[config.mk]
export PLATFORM = sky130hd
export DESIGN_NAME = load_store_unit
export DESIGN_NICKNAME = d
export VERILOG_FILES = /design/src/rtl/load_store_unit.sv
export SDC_FILE = /design/constraint.sdc
export NUM_CORES = 1
export LEC_CHECK = 0
export CELL_PAD_IN_SITES_DETAIL_PLACEMENT = 1
export CELL_PAD_IN_SITES_GLOBAL_PLACEMENT = 1
export CORE_MARGIN = 5
export CORE_UTILIZATION = 34
export CTS_BUF_LIST = sky130_fd_sc_hd__clkbuf_8 sky130_fd_sc_hd__clkbuf_16
export DETAILED_ROUTE_END_ITERATION = 7
export PLACE_DENSITY = 0.95
export SLEW_MARGIN = 20
export SYNTH_ARGS = -nofsm -noshare
export SYNTH_HDL_FRONTEND = slang
export SYNTH_SLANG_ARGS = --single-unit
[constraint.sdc]
create_clock -name clk -period 4.7 [get_ports clk]
set_input_delay 0.94 -clock clk [delete_from_list [all_inputs] [get_ports clk]]
set_output_delay 0.94 -clock clk [all_outputs]
set_load 0.005 [all_outputs]
[src/rtl/load_store_unit.sv]
// load_store_unit: RV32I data-side memory access unit (valid/ready request, variable-latency read return).
// Optional feature: define LSU_MISALIGN_TRAP_EN to fault misaligned half/word accesses instead of issuing them.
module load_store_unit #(
  parameter int unsigned ADDR_W = 32
) (
  input  logic              clk,
  input  logic              rst_n,
  input  logic              req_valid,
  input  logic              MemWrite,
  input  logic [1:0]        SizeSrc,
  input  logic              LoadSign,
  input  logic [ADDR_W-1:0] addr,
  input  logic [31:0]       wdata,
  output logic [31:0]       rdata,
  output logic              done,
  output logic              busy,
  output logic              fault,
  output logic              mem_req,
  input  logic              mem_ready,
  output logic              mem_we,
  output logic [ADDR_W-1:0] mem_addr,
  output logic [3:0]        mem_be,
  output logic [31:0]       mem_wdata,
  input  logic              mem_rvalid,
  input  logic [31:0]       mem_rdata
);

  typedef enum logic [1:0] {S_IDLE, S_REQ, S_WAIT_R, S_DONE} state_e;

  localparam logic [1:0] SZ_HALF = 2'b01;
  localparam logic [1:0] SZ_BYTE = 2'b10;

  state_e              state_q, state_d;
  logic [1:0]          size_q, size_d;
  logic                sign_q, sign_d;
  logic [1:0]          off_q, off_d;
  logic [31:0]         rdata_q, rdata_d;
  logic                done_q, done_d;
  logic                busy_q, busy_d;
  logic                mem_req_q, mem_req_d;
  logic                mem_we_q, mem_we_d;
  logic [ADDR_W-1:0]   mem_addr_q, mem_addr_d;
  logic [3:0]          mem_be_q, mem_be_d;
  logic [31:0]         mem_wdata_q, mem_wdata_d;

  logic [3:0]          st_be;
  logic [31:0]         st_wdata;
  logic [7:0]          ld_byte;
  logic [15:0]         ld_half;
  logic [31:0]         ld_ext;

`ifdef LSU_MISALIGN_TRAP_EN
  logic                fault_q, fault_d;
  logic                misaligned;

  always_comb begin
    misaligned = 1'b0;
    if (SizeSrc == SZ_HALF)      misaligned = addr[0];
    else if (SizeSrc != SZ_BYTE) misaligned = (addr[1:0] != 2'b00);
  end

  assign fault = fault_q;
`else
  assign fault = 1'b0;
`endif

  // Store lane placement; loads always enable all four lanes.
  always_comb begin
    st_be    = 4'b1111;
    st_wdata = wdata;
    case (SizeSrc)
      SZ_BYTE: begin
        st_be    = 4'b0001 << addr[1:0];
        st_wdata = {4{wdata[7:0]}};
      end
      SZ_HALF: begin
        st_be    = addr[1] ? 4'b1100 : 4'b0011;
        st_wdata = {2{wdata[15:0]}};
      end
      default: ;
    endcase
    if (!MemWrite) st_be = 4'b1111;
  end

  always_comb begin
    ld_byte = mem_rdata[7:0];
    case (off_q)
      2'd1:    ld_byte = mem_rdata[15:8];
      2'd2:    ld_byte = mem_rdata[23:16];
      2'd3:    ld_byte = mem_rdata[31:24];
      default: ld_byte = mem_rdata[7:0];
    endcase
    ld_half = off_q[1] ? mem_rdata[31:16] : mem_rdata[15:0];
    case (size_q)
      SZ_BYTE: ld_ext = {{24{sign_q & ld_byte[7]}}, ld_byte};
      SZ_HALF: ld_ext = {{16{sign_q & ld_half[15]}}, ld_half};
      default: ld_ext = mem_rdata;
    endcase
  end

  always_comb begin
    state_d     = state_q;
    size_d      = size_q;
    sign_d      = sign_q;
    off_d       = off_q;
    rdata_d     = rdata_q;
    done_d      = 1'b0;
    mem_req_d   = mem_req_q;
    mem_we_d    = mem_we_q;
    mem_addr_d  = mem_addr_q;
    mem_be_d    = mem_be_q;
    mem_wdata_d = mem_wdata_q;
`ifdef LSU_MISALIGN_TRAP_EN
    fault_d     = 1'b0;
`endif
    case (state_q)
      S_IDLE: begin
        if (req_valid) begin
          size_d = SizeSrc;
          sign_d = LoadSign;
          off_d  = addr[1:0];
`ifdef LSU_MISALIGN_TRAP_EN
          if (misaligned) begin
            state_d = S_DONE;
            done_d  = 1'b1;
            fault_d = 1'b1;
          end else
`endif
          begin
            state_d     = S_REQ;
            mem_req_d   = 1'b1;
            mem_we_d    = MemWrite;
            mem_addr_d  = {addr[ADDR_W-1:2], 2'b00};
            mem_be_d    = st_be;
            mem_wdata_d = st_wdata;
          end
        end
      end
      S_REQ: begin
        // Read data in the handshake cycle is ignored: WAIT_R is entered only after it.
        if (mem_ready) begin
          mem_req_d = 1'b0;
          if (mem_we_q) begin
            state_d = S_DONE;
            done_d  = 1'b1;
          end else begin
            state_d = S_WAIT_R;
          end
        end
      end
      S_WAIT_R: begin
        if (mem_rvalid) begin
          rdata_d = ld_ext;
          state_d = S_DONE;
          done_d  = 1'b1;
        end
      end
      S_DONE:  state_d = S_IDLE;
      default: state_d = S_IDLE;
    endcase
    busy_d = (state_d != S_IDLE);
  end

  always_ff @(posedge clk) begin
    if (!rst_n) begin
      state_q     <= S_IDLE;
      size_q      <= '0;
      sign_q      <= 1'b0;
      off_q       <= '0;
      rdata_q     <= '0;
      done_q      <= 1'b0;
      busy_q      <= 1'b0;
      mem_req_q   <= 1'b0;
      mem_we_q    <= 1'b0;
      mem_addr_q  <= '0;
      mem_be_q    <= '0;
      mem_wdata_q <= '0;
`ifdef LSU_MISALIGN_TRAP_EN
      fault_q     <= 1'b0;
`endif
    end else begin
      state_q     <= state_d;
      size_q      <= size_d;
      sign_q      <= sign_d;
      off_q       <= off_d;
      rdata_q     <= rdata_d;
      done_q      <= done_d;
      busy_q      <= busy_d;
      mem_req_q   <= mem_req_d;
      mem_we_q    <= mem_we_d;
      mem_addr_q  <= mem_addr_d;
      mem_be_q    <= mem_be_d;
      mem_wdata_q <= mem_wdata_d;
`ifdef LSU_MISALIGN_TRAP_EN
      fault_q     <= fault_d;
`endif
    end
  end

  assign rdata     = rdata_q;
  assign done      = done_q;
  assign busy      = busy_q;
  assign mem_req   = mem_req_q;
  assign mem_we    = mem_we_q;
  assign mem_addr  = mem_addr_q;
  assign mem_be    = mem_be_q;
  assign mem_wdata = mem_wdata_q;

endmodule
==> reports/metrics.csv <==
metric,value,unit
cts_root_buf,clkbuf_16,
dp_slack,1.67,ns
io_pins,210,
clkPwrFrac,25.0,%
clkSinkCount,109,
viasPerCell,5.53,
antenna_found_initial,1,
arrival,2.96,ns
start_util,34.4,%
finalSetupTns,0,ns
drt_iter0_drc,331,
overflow,0,
synth_common_cells,"dfxtp_1, nand2_1, a21boi_0, clkbuf_1, a21oi_1",
drc,0,
gp_congestion,0.924,
clockBufferDepth,2,
period_share,58.4,%
synth_top_area_cell,dfxtp_1,
switching_share,33.8,%
p_per_area,392,nW/µm²
vias,5331,
cts_buffers,9,
netSwitchingPower,1.01,mW
fmax,0.365,GHz
sequentialPowerShare,39.3,%
wl_per_cell,19.7,µm
core,15100,µm²
grt_max_degree,58,
cp-end-kind,flop,
finalHoldViolCount,0,
async_flop_share,0,%
hold_path_class,reg -> reg,
ant_nets,0,
synth_area,5190,µm²
synth_area_leaders,"dfxtp_1, nand2_1, a21boi_0",
drt_wl_total,19000,µm
grt_usage,20.7,%
synth-seq-cells,109,
cts-htree-levels,3,
crit_required,4.92,ns
synth_top_area_share,42.0,%
dieWidth,134,µm
p_int,1.97,mW
finalNetCount,883,
crit_type,in -> reg,
post_cts_buffers,0,
leakage,2.81,nW
fill_cells,1736,
synth-main-ff-cell,dfxtp_1,
cts_hold_buf,0,
syn2layout_area_growth,46.3,%
rsz0062_at_grt,false,
crit_fanout,38,
setup_viol,0,
worst_slew_pin_slew,1.02,ns
ys_seq_area_share,42.0,%
setup_slack,1.96,ns
clk_latency,0.36,ns
cap_violations,0,
finish.utilization,50.4,%
startpoint_type,input port,
cts_tree,yes,
port_buffers,206,
ir_drop,0.203,mV
skew,0.00947,ns
synth_edf_count,0,
relSlewSlack,32.0,%
ctsResizeCount,0,
layout-drive-gt1-share,5.54,%
ys_types,41,
grt_pass1_wl,29700,µm
final_max_slew_viol_count,0,
rows,45,
drt_pre_antenna_iters,5,
first_global_vias,5445,
yosysMostFrequentCell,dfxtp_1,
layout_min_cycle_time,2.74,ns
r2r_slack,2.15,ns
syn_inst,603,
antenna_cells,0,
pwr-share-comb,35.7,%
dpl.hpwl,14100,µm
synth.avg_cell_area,8.62,µm²
status,finished clean,
die_area,17900,µm²
yosysWarnings,0,
die_height,134,µm
clk_pin_slew_worst_paths,0.08,ns
[critical path, cell delays in order]
cell and delay [ns]:
clkdlybuf4s50_1 0.84, nand2_1 0.30, buf_4 0.34, o311ai_0 0.45
a21oi_1 0.07
[worst paths after layout]
| kind | startpoint | to | cells past startpoint |
|---|---|---|---|
| worst max register to register | size_q[0]$_SDFFE_PN0P_ | rdata[18]$_SDFFE_PN0P_ | 5 |
| worst min-delay path | mem_addr[31]$_SDFFE_PN0P_ | mem_addr[31]$_SDFFE_PN0P_ | 2 |
| worst min register to register | mem_addr[31]$_SDFFE_PN0P_ | mem_addr[31]$_SDFFE_PN0P_ | 2 |
| worst max-delay path | mem_rvalid | rdata[18]$_SDFFE_PN0P_ | 5 |
[per-layer routing]
| metal | global-route usage [%] | wire length, µm | vias up |
|---|---|---|---|
| met5 | 0 | 13 | - |
| met4 | 10.6 | 811 | 2 |
| met3 | 5.89 | 1290 | 51 |
| met2 | 35.0 | 9340 | 159 |
| met1 | 24.0 | 7530 | 2618 |
| li1 | - | - | 2501 |
[area by class of cell]
cell class              count  area, µm²  share of cell area [%]
repair buffers            214       2120                    27.9
multi-input cells         430       2760                    36.3
clock buffers               9        225                    2.96
flip-flops and latches    109       2180                    28.7
clock inverters             7       57.6                   0.757
well taps                 188        235                    3.10
inverters                   7       26.3                   0.346
[through the flow]
stage | instance area [µm²] | hold slack (ns) | instances | total power [mW]
2_1_floorplan | 5200 | 0.460 | 605 | 1.72
3_3_place_gp | 7310 | 0.449 | 948 | 2.22
3_5_place_dp | 7320 | 0.457 | 948 | 2.26
4_1_cts | 7600 | 0.468 | 964 | 3.01
5_1_grt | 7600 | 0.489 | 964 | 3.16
6_report | 7600 | 0.463 | 964 | 2.98
[power groups by stage]
stage                     registers (mW)  logic [mW]  clock network [mW]
after floorplan                     1.18       0.534                   0
after global placement              1.18        1.04                   0
after detailed placement            1.19        1.06                   0
after CTS                           1.17        1.07               0.769
after global routing                1.19        1.16               0.801
final                               1.17        1.06               0.746
[kinds of logic after synthesis]
group / after synthesis / share of synthesized area, %
compound gates: 211 / 29.8
fa+ha+maj: 7 / 1.69
buf+inv: 66 / 5.23
flops: 109 / 42.0
mux: 10 / 2.38
other cells: 1 / 0.0722
simple gates: 199 / 18.8
[sequential cells by signal (all words and copies together), names as in the netlist]
register	cells
busy	1
done	1
mem_addr	30
mem_be	4
mem_req	1
mem_wdata	32
mem_we	1
off_q	2
rdata	32
sign_q	1
size_q	2
state_q	2
[cells in the final DEF, fill, tap and decap left out, types with 17 or more instances in the layout]
cell type / n
o211ai_1: 23
a211oi_1: 17
nand2b_1: 19
dfxtp_1: 109
a21boi_0: 45
nor2_1: 21
and2_1: 17
a21oi_1: 35
nand2_1: 100
clkdlybuf4s50_1: 205
(Power assumes the default switching activity.)
